===== config.mk =====
export PLATFORM = sky130hd
export DESIGN_NAME = fastlock_hop_scheduler
export DESIGN_NICKNAME = d
export VERILOG_FILES = /design/src/rtl/fastlock_hop_scheduler.sv
export SDC_FILE = /design/constraint.sdc
export NUM_CORES = 1
export LEC_CHECK = 0
export CAP_MARGIN = 20
export CORE_UTILIZATION = 25
export DETAILED_ROUTE_END_ITERATION = 10
export RECOVER_POWER = 100
export SLEW_MARGIN = 20
export SYNTH_ARGS = -nofsm -noshare
export SYNTH_HDL_FRONTEND = slang
export SYNTH_SLANG_ARGS = --single-unit

===== constraint.sdc =====
create_clock -name clk -period 4.9 [get_ports clk]
set_input_delay 0.49 -clock clk [delete_from_list [all_inputs] [get_ports clk]]
set_output_delay 0.49 -clock clk [all_outputs]
set_load 0.05 [all_outputs]

===== src/rtl/fastlock_hop_scheduler.sv =====
// Fast-lock profile hop scheduler: walks a programmable 8-entry hop table with
// per-hop settle/dwell timing and arbitrates one manual override requester.
module fastlock_hop_scheduler #(
    parameter int unsigned PROFILE_SHIFT = 9,
    parameter int unsigned CNT_W         = 32
) (
    input  logic             clk,
    input  logic             resetn,
    input  logic             cfg_we,
    input  logic [2:0]       cfg_addr,
    input  logic [2:0]       cfg_profile,
    input  logic [2:0]       cfg_len,
    input  logic [CNT_W-1:0] dwell_cycles,
    input  logic [CNT_W-1:0] settle_cycles,
    input  logic             enable,
    input  logic             ovr_req,
    input  logic [2:0]       ovr_profile,
    output logic             ovr_ack,
    output logic [63:0]      gpio_o,
    output logic [2:0]       profile_o,
    output logic             hop_o,
    output logic             settled_o,
    output logic [2:0]       hop_index_o,
    output logic             busy_o
);

    typedef enum logic [2:0] {
        S_IDLE,
        S_SETTLE,
        S_DWELL,
        S_OVR_SETTLE,
        S_OVR_HOLD,
        S_OVR_REL
    } state_t;

    state_t           r_state;
    state_t           w_state_nxt;
    logic [2:0]       r_tbl [8];
    logic [CNT_W-1:0] r_cnt;
    logic [CNT_W-1:0] w_cnt_nxt;
    logic [2:0]       r_profile;
    logic [2:0]       w_profile_nxt;
    logic [2:0]       r_idx;
    logic [2:0]       w_idx_nxt;
    logic [2:0]       w_idx_adv;
    logic             r_hop;
    logic             w_hop_nxt;
    logic             w_bnd;
    logic [2:0]       w_bnd_idx;
    logic [CNT_W-1:0] w_settle_ld;
    logic [CNT_W-1:0] w_dwell_ld;

    // A zero count is treated as one cycle, so the load value is max(n,1)-1.
    assign w_settle_ld = (settle_cycles == '0) ? '0 : settle_cycles - CNT_W'(1);
    assign w_dwell_ld  = (dwell_cycles  == '0) ? '0 : dwell_cycles  - CNT_W'(1);
    assign w_idx_adv   = (r_idx >= cfg_len) ? '0 : r_idx + 3'd1;

    always_ff @(posedge clk or negedge resetn) begin
        if (!resetn) begin
            for (int unsigned i = 0; i < 8; i++) begin
                r_tbl[i] <= '0;
            end
        end else if (cfg_we) begin
            r_tbl[cfg_addr] <= cfg_profile;
        end
    end

    always_ff @(posedge clk or negedge resetn) begin
        if (!resetn) begin
            r_state   <= S_IDLE;
            r_cnt     <= '0;
            r_profile <= '0;
            r_idx     <= '0;
            r_hop     <= 1'b0;
        end else begin
            r_state   <= w_state_nxt;
            r_cnt     <= w_cnt_nxt;
            r_profile <= w_profile_nxt;
            r_idx     <= w_idx_nxt;
            r_hop     <= w_hop_nxt;
        end
    end

    always_comb begin
        w_state_nxt   = r_state;
        w_cnt_nxt     = r_cnt;
        w_profile_nxt = r_profile;
        w_idx_nxt     = r_idx;
        w_hop_nxt     = 1'b0;
        w_bnd         = 1'b0;
        w_bnd_idx     = r_idx;

        unique case (r_state)
            S_IDLE: begin
                w_bnd = 1'b1;
            end
            S_SETTLE, S_OVR_SETTLE: begin
                if (r_cnt == '0) begin
                    w_state_nxt = (r_state == S_SETTLE) ? S_DWELL : S_OVR_HOLD;
                    w_cnt_nxt   = w_dwell_ld;
                end else begin
                    w_cnt_nxt = r_cnt - CNT_W'(1);
                end
            end
            S_DWELL: begin
                if (r_cnt == '0) begin
                    w_idx_nxt = w_idx_adv;
                    w_bnd     = 1'b1;
                    w_bnd_idx = w_idx_adv;
                end else begin
                    w_cnt_nxt = r_cnt - CNT_W'(1);
                end
            end
            S_OVR_HOLD: begin
                if (!ovr_req) begin
                    w_state_nxt = S_OVR_REL;
                end
            end
            S_OVR_REL: begin
                w_bnd = 1'b1;
            end
            default: begin
                w_state_nxt = S_IDLE;
            end
        endcase

        // Hop boundary arbitration: override first, then the schedule, else park.
        if (w_bnd) begin
            if (ovr_req) begin
                w_state_nxt   = S_OVR_SETTLE;
                w_profile_nxt = ovr_profile;
                w_cnt_nxt     = w_settle_ld;
                w_hop_nxt     = 1'b1;
            end else if (enable) begin
                w_state_nxt   = S_SETTLE;
                w_profile_nxt = r_tbl[w_bnd_idx];
                w_cnt_nxt     = w_settle_ld;
                w_hop_nxt     = 1'b1;
            end else begin
                w_state_nxt = S_IDLE;
            end
        end
    end

    assign profile_o   = r_profile;
    assign gpio_o      = {61'b0, r_profile} << PROFILE_SHIFT;
    assign hop_o       = r_hop;
    assign hop_index_o = r_idx;
    assign settled_o   = (r_state == S_DWELL) || (r_state == S_OVR_HOLD);
    assign ovr_ack     = (r_state == S_OVR_HOLD);
    assign busy_o      = (r_state != S_IDLE);

endmodule


==> impl_metrics.env, run 1 <==
export IMPL_status="completed"
export IMPL_path_clk_slew_ps=60
export IMPL_slew_violations=0
export IMPL_post_cts_resize_count=0
export IMPL_wirelength_um=17810
export IMPL_synth_common_cells="dfrtp_1 (66), buf_4 (65), nand2_1 (64)"
export IMPL_dr_pass1_iters=5
export IMPL_n_fill_cell=2374
export IMPL_finalSetupTns_ps=0
export IMPL_path_buf_inv=2
export IMPL_post_route_min_period_ps=4012
export IMPL_htree_num_levels=3
export IMPL_cpLargestDelayFamily="simple AND/OR/NAND/NOR gates"
export IMPL_ant_nets=0
export IMPL_skew_ps=10.07
export IMPL_required_ps=5160
export IMPL_cts_made_buffers=9
export IMPL_maxSlewHeadroom=0.03483
export IMPL_fmax_mhz=249.3
export IMPL_antenna_found_initial=0
export IMPL_yosysSeqAreaShare=0.2830
export IMPL_grt_start_max_net_pins=67
export IMPL_cpPeakStageDelay_ps=660
export IMPL_power_density_mw_per_mm2=360.1
export IMPL_grt_pass1_wl_um=28010
export IMPL_post_synth_top_count_cell="dfrtp_1"
export IMPL_grt_overflow_total=0
export IMPL_finalSetupViolCount=0
export IMPL_power_total_mw=2.575
export IMPL_num_io_pins=155
export IMPL_yosysTopAreaCellShare=0.2830
export IMPL_drive_above_1_share=0.08426
export IMPL_grt_total_usage=0.1494
export IMPL_cts_buffer_depth=2
export IMPL_holdCritPathClass="input pin to asynchronous set/reset pin"
export IMPL_synth_area_top_cells="dfrtp_1 (28%), buf_4 (8.4%), mux2_2 (5.4%)"
export IMPL_grt_pass1_vias=5124
export IMPL_final_min_period_over_clock_period=0.8187
export IMPL_fin_nets=891
export IMPL_r2r_slack_ps=890
export IMPL_syn_to_final_growth_pct=22.53
export IMPL_portBuffers=93
export IMPL_tritoncts="done"
export IMPL_cts_root_buf="clkbuf_16"
export IMPL_path_max_fanout=30
export IMPL_num_rows=55
export IMPL_power_leakage_nw=2.772
export IMPL_ys_ff_latch=66
export IMPL_cts_setup_buffers=0
export IMPL_arrival_ps=4270
export IMPL_ys_async_sr_fraction=1.000
export IMPL_cap_violations=0
export IMPL_viasPerCell=4.958
export IMPL_postCtsHoldBufs=0
export IMPL_antenna_cells=0
export IMPL_vias=5553
export IMPL_insertion_delay_ps=350
export IMPL_gp_congestion=0.8489
export IMPL_ys_flop_type="dfrtp_1"
export IMPL_ys_types=71
export IMPL_postSynthCellCount=717
export IMPL_die_w_um=154.8
export IMPL_start_util=0.2562
export IMPL_core_area_sq_mm=0.02278
export IMPL_hold_viol=0
export IMPL_yosys_area_top_type="dfrtp_1"
export IMPL_crit_type="flip-flop to flip-flop"
export IMPL_design_die_area_sq_mm=0.02396
export IMPL_clock_sinks=66
export IMPL_tightest_slew_ps=1448
export IMPL_ir_drop_mv=0.1841
export IMPL_drc=0
export IMPL_multiInputGateArea_sq_mm=0.003732
export IMPL_die_h_um=154.8
export IMPL_drt_wirelength_per_cell_um=15.90
export IMPL_start_kind="flip-flop"
export IMPL_rsz0062_at_grt="no"
export IMPL_dp_hpwl_um=13600
export IMPL_cp_slowest_cell="nor4_1"
export IMPL_drt_iter0_drc=550
export IMPL_regArea_sq_mm=0.001652
export IMPL_cp_end_kind="flip-flop"
export IMPL_path_cells="nor4_1, and4_1, and4_1, nor2_1, o41a_1, clkbuf_1, clkinv_1, nand2_1, nor2_1, a2bb2oi_1"
export IMPL_synth_edf_count=0
export IMPL_syn_area_per_cell_sq_um=8.139
export IMPL_netlist_area_sq_mm=0.005836
export IMPL_synth_warning_count=0
[per-layer routing]
layer  vias to the layer above  track usage  routed length [um]
met4                         0      0.04243                 220
met1                      2627       0.2118                8549
met5                         -            0                   0
li1                       2704            -                   -
met2                       207       0.2271                7712
met3                        15      0.03082                1330
[cell type report]
| type | count | share of cell area |
|---|---|---|
| clock inverter | 7 | 0.01190 |
| multi-input combinational | 604 | 0.5220 |
| clock buffer | 9 | 0.03150 |
| tap | 313 | 0.05477 |
| timing repair buffer | 103 | 0.1395 |
| inverter | 18 | 0.009449 |
| sequential | 66 | 0.2310 |
[sequential cells by signal, indices dropped and copies added, names as in the netlist]
name	flops
r_cnt	32
r_tbl	24
hop_index_o	3
profile_o	3
r_state	3
hop_o	1
[metrics by stage]
stage	instance area [sq um]	setup slack (ps)	utilization	hold WS [ps]	std cells
6_report	7151	888.2	0.3139	339.0	1120
5_1_grt	7151	541.0	0.3139	415.1	1120
4_1_cts	7164	1384	0.3145	372.0	1120
2_1_floorplan	6061	2207	-	194.4	777
3_3_place_gp	6854	1363	0.3009	482.8	1104
3_5_place_dp	6854	1395	0.3009	487.3	1104
[cell families after synthesis]
| logic type | after synthesis | synth area share |
|---|---|---|
| AOI/OAI and AO/OA | 190 | 0.2039 |
| xor gates and xnor gates | 48 | 0.07204 |
| adders and majority gates | 8 | 0.01715 |
| buffers and inverters | 107 | 0.1143 |
| DFF | 66 | 0.2830 |
| muxes | 39 | 0.07354 |
| other | 1 | 0.0006426 |
| and+or+nand+nor | 258 | 0.2354 |
[layout by cell type (no fill, tap or decap), types with 4 or more instances in the layout]
cell / instances
o21a_1: 5
o22ai_1: 11
nor3b_1: 6
o31ai_1: 6
nor3_1: 33
nand4b_1: 7
mux2i_1: 11
xnor2_1: 19
inv_1: 17
ha_1: 8
mux2_2: 28
or4_1: 11
o41ai_1: 4
clkbuf_16: 9
dfrtp_1: 66
a21oi_1: 58
clkdlybuf4s50_1: 76
nand2_1: 64
o221ai_1: 5
conb_1: 61
a31oi_1: 8
and3_1: 5
a211oi_1: 4
or3_1: 14
dlygate4sd3_1: 16
nand4_1: 7
nor2_1: 56
a21boi_0: 4
nor4_1: 20
xor2_1: 29
o21ai_0: 52
nand3_1: 11
nor4b_1: 4
buf_4: 9
[worst paths after layout]
kind                       startpoint   endpoint  cells past startpoint
max                          r_cnt[8]  r_cnt[29]                     10
min reg2reg                  r_tbl[8]   r_tbl[8]                      1
min                            resetn      hop_o                      2
min in group clk             r_tbl[8]   r_tbl[8]                      1
max reg2reg                  r_cnt[8]  r_cnt[29]                     10
max in group asynchronous      resetn  r_tbl[20]                      2
[power by group]
part	internal [mW]	total, mW	leakage (nW)	switching, mW
clock network	0.405	0.680	0.153	0.275
logic	0.372	0.948	1.83	0.577
registers	0.729	0.947	0.791	0.218
Power figures use the tool's default switching activity.
==> run 2: changes to the inputs <==
==> constraint.sdc (replaced) <==
create_clock -name clk -period 3.65 [get_ports clk]
set_input_delay 0.365 -clock clk [delete_from_list [all_inputs] [get_ports clk]]
set_output_delay 0.365 -clock clk [all_outputs]
set_load 0.05 [all_outputs]
==> run 2 against run 1 <==
The run now ends with capacitance limit, slew limit left; critical path depth down 2; final area up 1.3%; worst hold slack better by 160 ps; first-iteration DRC count shrank 16%; final cell count is 1.3% higher; register-to-register slack worse by 420 ps; total power rose by 33%; via count rose by 0.88%; clock skew is 3.5 ps lower; global-route usage increased by 0.51 points; die area unchanged.
==> impl_metrics.env, run 2 (same netlist as run 1, synthesis figures left out) <==
export IMPL_grt_pass1_wl_um=28870
export IMPL_cts_setup_buffers=0
export IMPL_cts_made_buffers=9
export IMPL_antenna_found_initial=0
export IMPL_cpPeakStageDelay_ps=570
export IMPL_p_sw_frac=0.4116
export IMPL_switchingPower_mw=1.411
export IMPL_largest_register_ff_count=32
export IMPL_status="finished with violations"
export IMPL_drt_wirelength_per_cell_um=16.11
export IMPL_insertion_delay_ps=340
export IMPL_vias=5602
export IMPL_num_io_pins=155
export IMPL_skew_ps=6.595
export IMPL_top_register="r_cnt"
export IMPL_portBuffers=93
export IMPL_pwr_share_clk=0.258
export IMPL_cp_end_kind="flip-flop"
export IMPL_tightest_slew_ps=2294
export IMPL_post_route_min_period_ps=3179
export IMPL_finalSetupTns_ps=0
export IMPL_htree_num_levels=3
export IMPL_die_h_um=154.8
export IMPL_startpoint="r_cnt[22]"
export IMPL_rsz0062_at_grt="no"
export IMPL_tritoncts="done"
export IMPL_die_w_um=154.8
export IMPL_fmax_mhz=314.6
export IMPL_power_density_mw_per_mm2=473.2
export IMPL_drc=0
export IMPL_regArea_sq_mm=0.001652
export IMPL_antenna_cells=0
export IMPL_multiInputGateArea_sq_mm=0.003734
export IMPL_n_fill_cell=2425
export IMPL_hold_viol=0
export IMPL_holdCritPathClass="flip-flop to flip-flop"
export IMPL_power_total_mw=3.429
export IMPL_power_leakage_nw=2.822
export IMPL_combPwrFrac=0.376
export IMPL_clock_sinks=66
export IMPL_drt_iter0_drc=462
export IMPL_fin_nets=905
export IMPL_min_from="r_tbl[9]"
export IMPL_violations="capacitance limit, slew limit"
export IMPL_grt_overflow_total=0
export IMPL_ir_drop_mv=0.2891
export IMPL_path_clk_slew_ps=60
export IMPL_arrival_ps=3380
export IMPL_dr_pass1_iters=5
export IMPL_internal_power_mw=2.017
export IMPL_crit_type="flip-flop to flip-flop"
export IMPL_syn_to_final_growth_pct=24.19
export IMPL_top_regs="r_cnt (32), r_tbl (24)"
export IMPL_path_cells="or4_4, nor4_4, and4_1, nor2_1, o41a_1, clkbuf_1, a211oi_1, o22ai_1"
export IMPL_core_area_sq_mm=0.02278
export IMPL_start_util=0.2562
export IMPL_r2r_start="r_cnt[22]"
export IMPL_required_ps=3860
export IMPL_slew_violations=40
export IMPL_ant_nets=0
export IMPL_num_rows=55
export IMPL_finalSetupViolCount=0
export IMPL_path_max_fanout=12
export IMPL_viasPerCell=4.940
export IMPL_grt_start_max_net_pins=40
export IMPL_cts_buffer_depth=2
export IMPL_cts_root_buf="clkbuf_16"
export IMPL_maxSlewHeadroom=-0.5290
export IMPL_dp_hpwl_um=14180
export IMPL_drive_above_1_share=0.09379
export IMPL_design_die_area_sq_mm=0.02396
export IMPL_reg2reg_depth=8
export IMPL_final_min_period_over_clock_period=0.8708
export IMPL_min_path_cells=1
export IMPL_post_cts_resize_count=0
export IMPL_gp_congestion=0.8766
export IMPL_postCtsHoldBufs=0
export IMPL_layout_commonest_cell="clkdlybuf4s50_1"
export IMPL_grt_pass1_vias=5286
export IMPL_grt_total_usage=0.1545
export IMPL_wirelength_um=18270
export IMPL_cap_violations=1
export IMPL_p_seq_frac=0.366
export IMPL_start_kind="flip-flop"
export IMPL_mostFrequentLayoutCells="clkdlybuf4s50_1 (76), dfrtp_1 (66), nand2_1 (64)"
export IMPL_cp_slowest_cell="or4_4"
[run 2: worst paths after layout]
kind / endpoint / slack (ps)
hold reg to reg: r_tbl[9] / 500
hold / removal: r_tbl[9] / 500
min in group asynchronous: hop_o / 700
setup reg to reg: r_cnt[30] / 470
max in group asynchronous: r_tbl[10] / 1250
setup / recovery: r_cnt[30] / 470
[run 2: metrics by stage]
| stage | utilization | hold WS [ps] | setup slack [ps] | cell area [sq um] | cells |
|---|---|---|---|---|---|
| finish | 0.3182 | 502.1 | 471.4 | 7247 | 1134 |
| global route | 0.3182 | 517.0 | 165.5 | 7247 | 1134 |
| CTS | 0.3194 | 213.8 | 587.3 | 7274 | 1134 |
| detailed placement | 0.3061 | 492.5 | 450.2 | 6972 | 1118 |
| global placement | 0.3061 | 486.1 | 498.7 | 6972 | 1118 |
| floorplan | - | 69.41 | 957.2 | 6061 | 777 |
[run 2: critical path, delay by kind of cell, from the launching register on]
family	cells	cell delay, ps
DFF	1	410
buffers and inverters	1	310
AOI/OAI and AO/OA	3	920
and+or+nand+nor	4	1390
[run 2: cell type report]
type / instances / share of cell area
Clock buffer: 9 / 0.03108
Multi-Input combinational cell: 604 / 0.5152
Clock inverter: 7 / 0.01070
Sequential cell: 66 / 0.2279
Inverter: 18 / 0.009323
Tap cell: 313 / 0.05404
Timing Repair Buffer: 117 / 0.1518
[run 2: metal layers]
metal | up-vias | routed length, um | share of wire | global-route usage
li1 | 2724 | - | - | -
met5 | - | 0 | 0 | 0
met3 | 18 | 1312 | 0.072 | 0.03026
met1 | 2642 | 8711 | 0.48 | 0.2169
met4 | 0 | 233 | 0.013 | 0.04479
met2 | 218 | 8014 | 0.44 | 0.2385
[run 2: power by group through the flow]
stage	logic [mW]	clock network (mW)	registers [mW]
6_report	1.29	0.885	1.25
5_1_grt	1.41	0.938	1.29
4_1_cts	1.31	0.900	1.25
3_5_place_dp	1.30	0	1.26
3_3_place_gp	1.29	0	1.26
2_1_floorplan	0.942	0	1.24
==> run 3: changes to the inputs <==
--- a/config.mk
+++ b/config.mk
@@ -6,10 +6,10 @@
 export NUM_CORES = 1
 export LEC_CHECK = 0
 export CAP_MARGIN = 20
+export CORE_MARGIN = 4
 export CORE_UTILIZATION = 25
 export DETAILED_ROUTE_END_ITERATION = 10
 export RECOVER_POWER = 100
-export SLEW_MARGIN = 20
 export SYNTH_ARGS = -nofsm -noshare
 export SYNTH_HDL_FRONTEND = slang
 export SYNTH_SLANG_ARGS = --single-unit
==> run 3 against run 2 <==
The run still ends with capacitance limit, slew limit left; critical path depth rose by 2; global-route usage fell by 1.5 points; clock power rose by 15%; sequential share of layout area fell by 0.14 points; wire length rose by 2.5%; worst hold slack improved by 1.2 ps; non-clock buffer count rose by 3.
==> impl_metrics.env, run 3 (same netlist as run 1, synthesis figures left out) <==
export IMPL_required_ps=3900
export IMPL_postLayoutCoreUtil=0.3201
export IMPL_final_area_sq_mm=0.007292
export IMPL_drc=0
export IMPL_path_cells="or4_1, nor4_4, and4_1, nor2_1, o41a_1, inv_1, nand2_1, clkbuf_1, a21o_1, o21ai_0"
export IMPL_grt_pass1_wl_um=29140
export IMPL_pre_cts_ws_ps=484.5
export IMPL_slew_violations=35
export IMPL_die_w_um=160.8
export IMPL_cts_buffer_depth=2
export IMPL_hold_viol=0
export IMPL_gp_congestion=0.9115
export IMPL_num_io_pins=155
export IMPL_drive_above_1_share=0.09345
export IMPL_tightest_slew_ps=2079
export IMPL_finalSetupTns_ps=0
export IMPL_syn_to_final_growth_pct=24.96
export IMPL_postCtsHoldBufs=0
export IMPL_holdCritPathClass="flip-flop to flip-flop"
export IMPL_viasPerCell=4.964
export IMPL_num_rows=55
export IMPL_drt_iter0_drc=469
export IMPL_path_max_fanout=12
export IMPL_cp_slowest_cell="or4_1"
export IMPL_cp_end_kind="flip-flop"
export IMPL_vias=5644
export IMPL_start_util=0.2562
export IMPL_violations="capacitance limit, slew limit"
export IMPL_crit_type="flip-flop to flip-flop"
export IMPL_core_area_sq_mm=0.02278
export IMPL_design_die_area_sq_mm=0.02585
export IMPL_top_regs="r_cnt (32), r_tbl (24)"
export IMPL_status="finished with violations"
export IMPL_insertion_delay_ps=330
export IMPL_portBuffers=93
export IMPL_die_h_um=160.8
export IMPL_mostFrequentLayoutCells="clkdlybuf4s50_1 (76), dfrtp_1 (66), nand2_1 (64)"
export IMPL_post_route_min_period_ps=3283
export IMPL_cpPeakStageDelay_ps=630
export IMPL_htree_num_levels=3
export IMPL_top_register="r_cnt"
export IMPL_skew_ps=8.969
export IMPL_tritoncts="done"
export IMPL_setup_slack_ps=366.7
export IMPL_wirelength_um=18740
export IMPL_dpl_cell_area_sq_mm=0.006994
export IMPL_finalSetupViolCount=0
export IMPL_final_min_period_over_clock_period=0.8995
export IMPL_rsz0062_at_grt="no"
export IMPL_cap_violations=1
export IMPL_clock_sinks=66
export IMPL_antenna_cells=0
export IMPL_power_density_mw_per_mm2=488.6
export IMPL_grt_pass1_vias=5329
export IMPL_dp_hpwl_um=14840
export IMPL_arrival_ps=3540
export IMPL_cts_setup_buffers=0
export IMPL_power_leakage_nw=2.860
export IMPL_ir_drop_mv=0.2717
export IMPL_post_cts_resize_count=0
export IMPL_path_clk_slew_ps=60
export IMPL_dr_pass1_iters=5
export IMPL_maxSlewHeadroom=-0.3862
export IMPL_grt_total_usage=0.1395
export IMPL_fin_nets=908
export IMPL_grt_overflow_total=0
export IMPL_drt_wirelength_per_cell_um=16.48
export IMPL_layout_commonest_cell="clkdlybuf4s50_1"
export IMPL_cts_made_buffers=9
export IMPL_fmax_mhz=304.6
export IMPL_largest_register_ff_count=32
export IMPL_grt_start_max_net_pins=35
export IMPL_holdWs_ps=503.2
export IMPL_start_kind="flip-flop"
export IMPL_ant_nets=0
export IMPL_cts_root_buf="clkbuf_16"
export IMPL_n_fill_cell=2438
export IMPL_antenna_found_initial=0
[run 3: changes by cell type in the layout (fill, tap and decap cells not counted), sizes merged]
cell,delta
clkinvlp,-4
bufinv,+2
buf,+2
clkinv,+2
clkbuf,+1
[run 3: stage by stage]
stage               cells  total power [mW]
floorplan             777             2.181
global placement     1121             2.558
detailed placement   1121             2.563
CTS                  1137             3.597
global route         1137             3.773
finish               1137             3.563
[run 3: final cells by class]
type / count / area [sq um] / share of cell area
clock buffer: 9 / 225.2 / 0.03089
clock inverter: 7 / 125.1 / 0.01716
inverter: 18 / 67.56 / 0.009266
multi-input combinational: 604 / 3726 / 0.5110
sequential: 66 / 1652 / 0.2265
tap: 313 / 391.6 / 0.05371
timing repair buffer: 120 / 1105 / 0.1515
[run 3: layer usage]
metal,track usage,part of all wire
met5,0,0
met4,0.03373,0.0088
met3,0.03516,0.082
met2,0.2187,0.45
met1,0.1931,0.46
[run 3: worst paths after layout]
check / slack, ps / end / depth (start not counted) / startpoint
max in group asynchronous: 1260 / r_tbl[19] / 2 / resetn
hold reg to reg: 500 / r_tbl[9] / 1 / r_tbl[9]
setup / recovery: 370 / r_cnt[7] / 10 / r_cnt[22]
min in group asynchronous: 620 / hop_o / 1 / resetn
setup reg to reg: 370 / r_cnt[7] / 10 / r_cnt[22]
hold / removal: 500 / r_tbl[9] / 1 / r_tbl[9]
[run 3: power by group]
group | internal [mW] | total [mW] | leakage [nW] | switching (mW)
Sequential | 0.979 | 1.26 | 0.791 | 0.279
Clock | 0.673 | 1.02 | 0.170 | 0.344
Combinational | 0.509 | 1.29 | 1.90 | 0.779
Total | 2.16 | 3.56 | 2.86 | 1.40
[run 3: critical path, delay by kind of cell (launching register included)]
kind / cells / cell delay, ps
AOI/OAI and AO/OA: 3 / 680
buffers and inverters: 2 / 470
and+or+nand+nor: 5 / 1630
DFF: 1 / 410
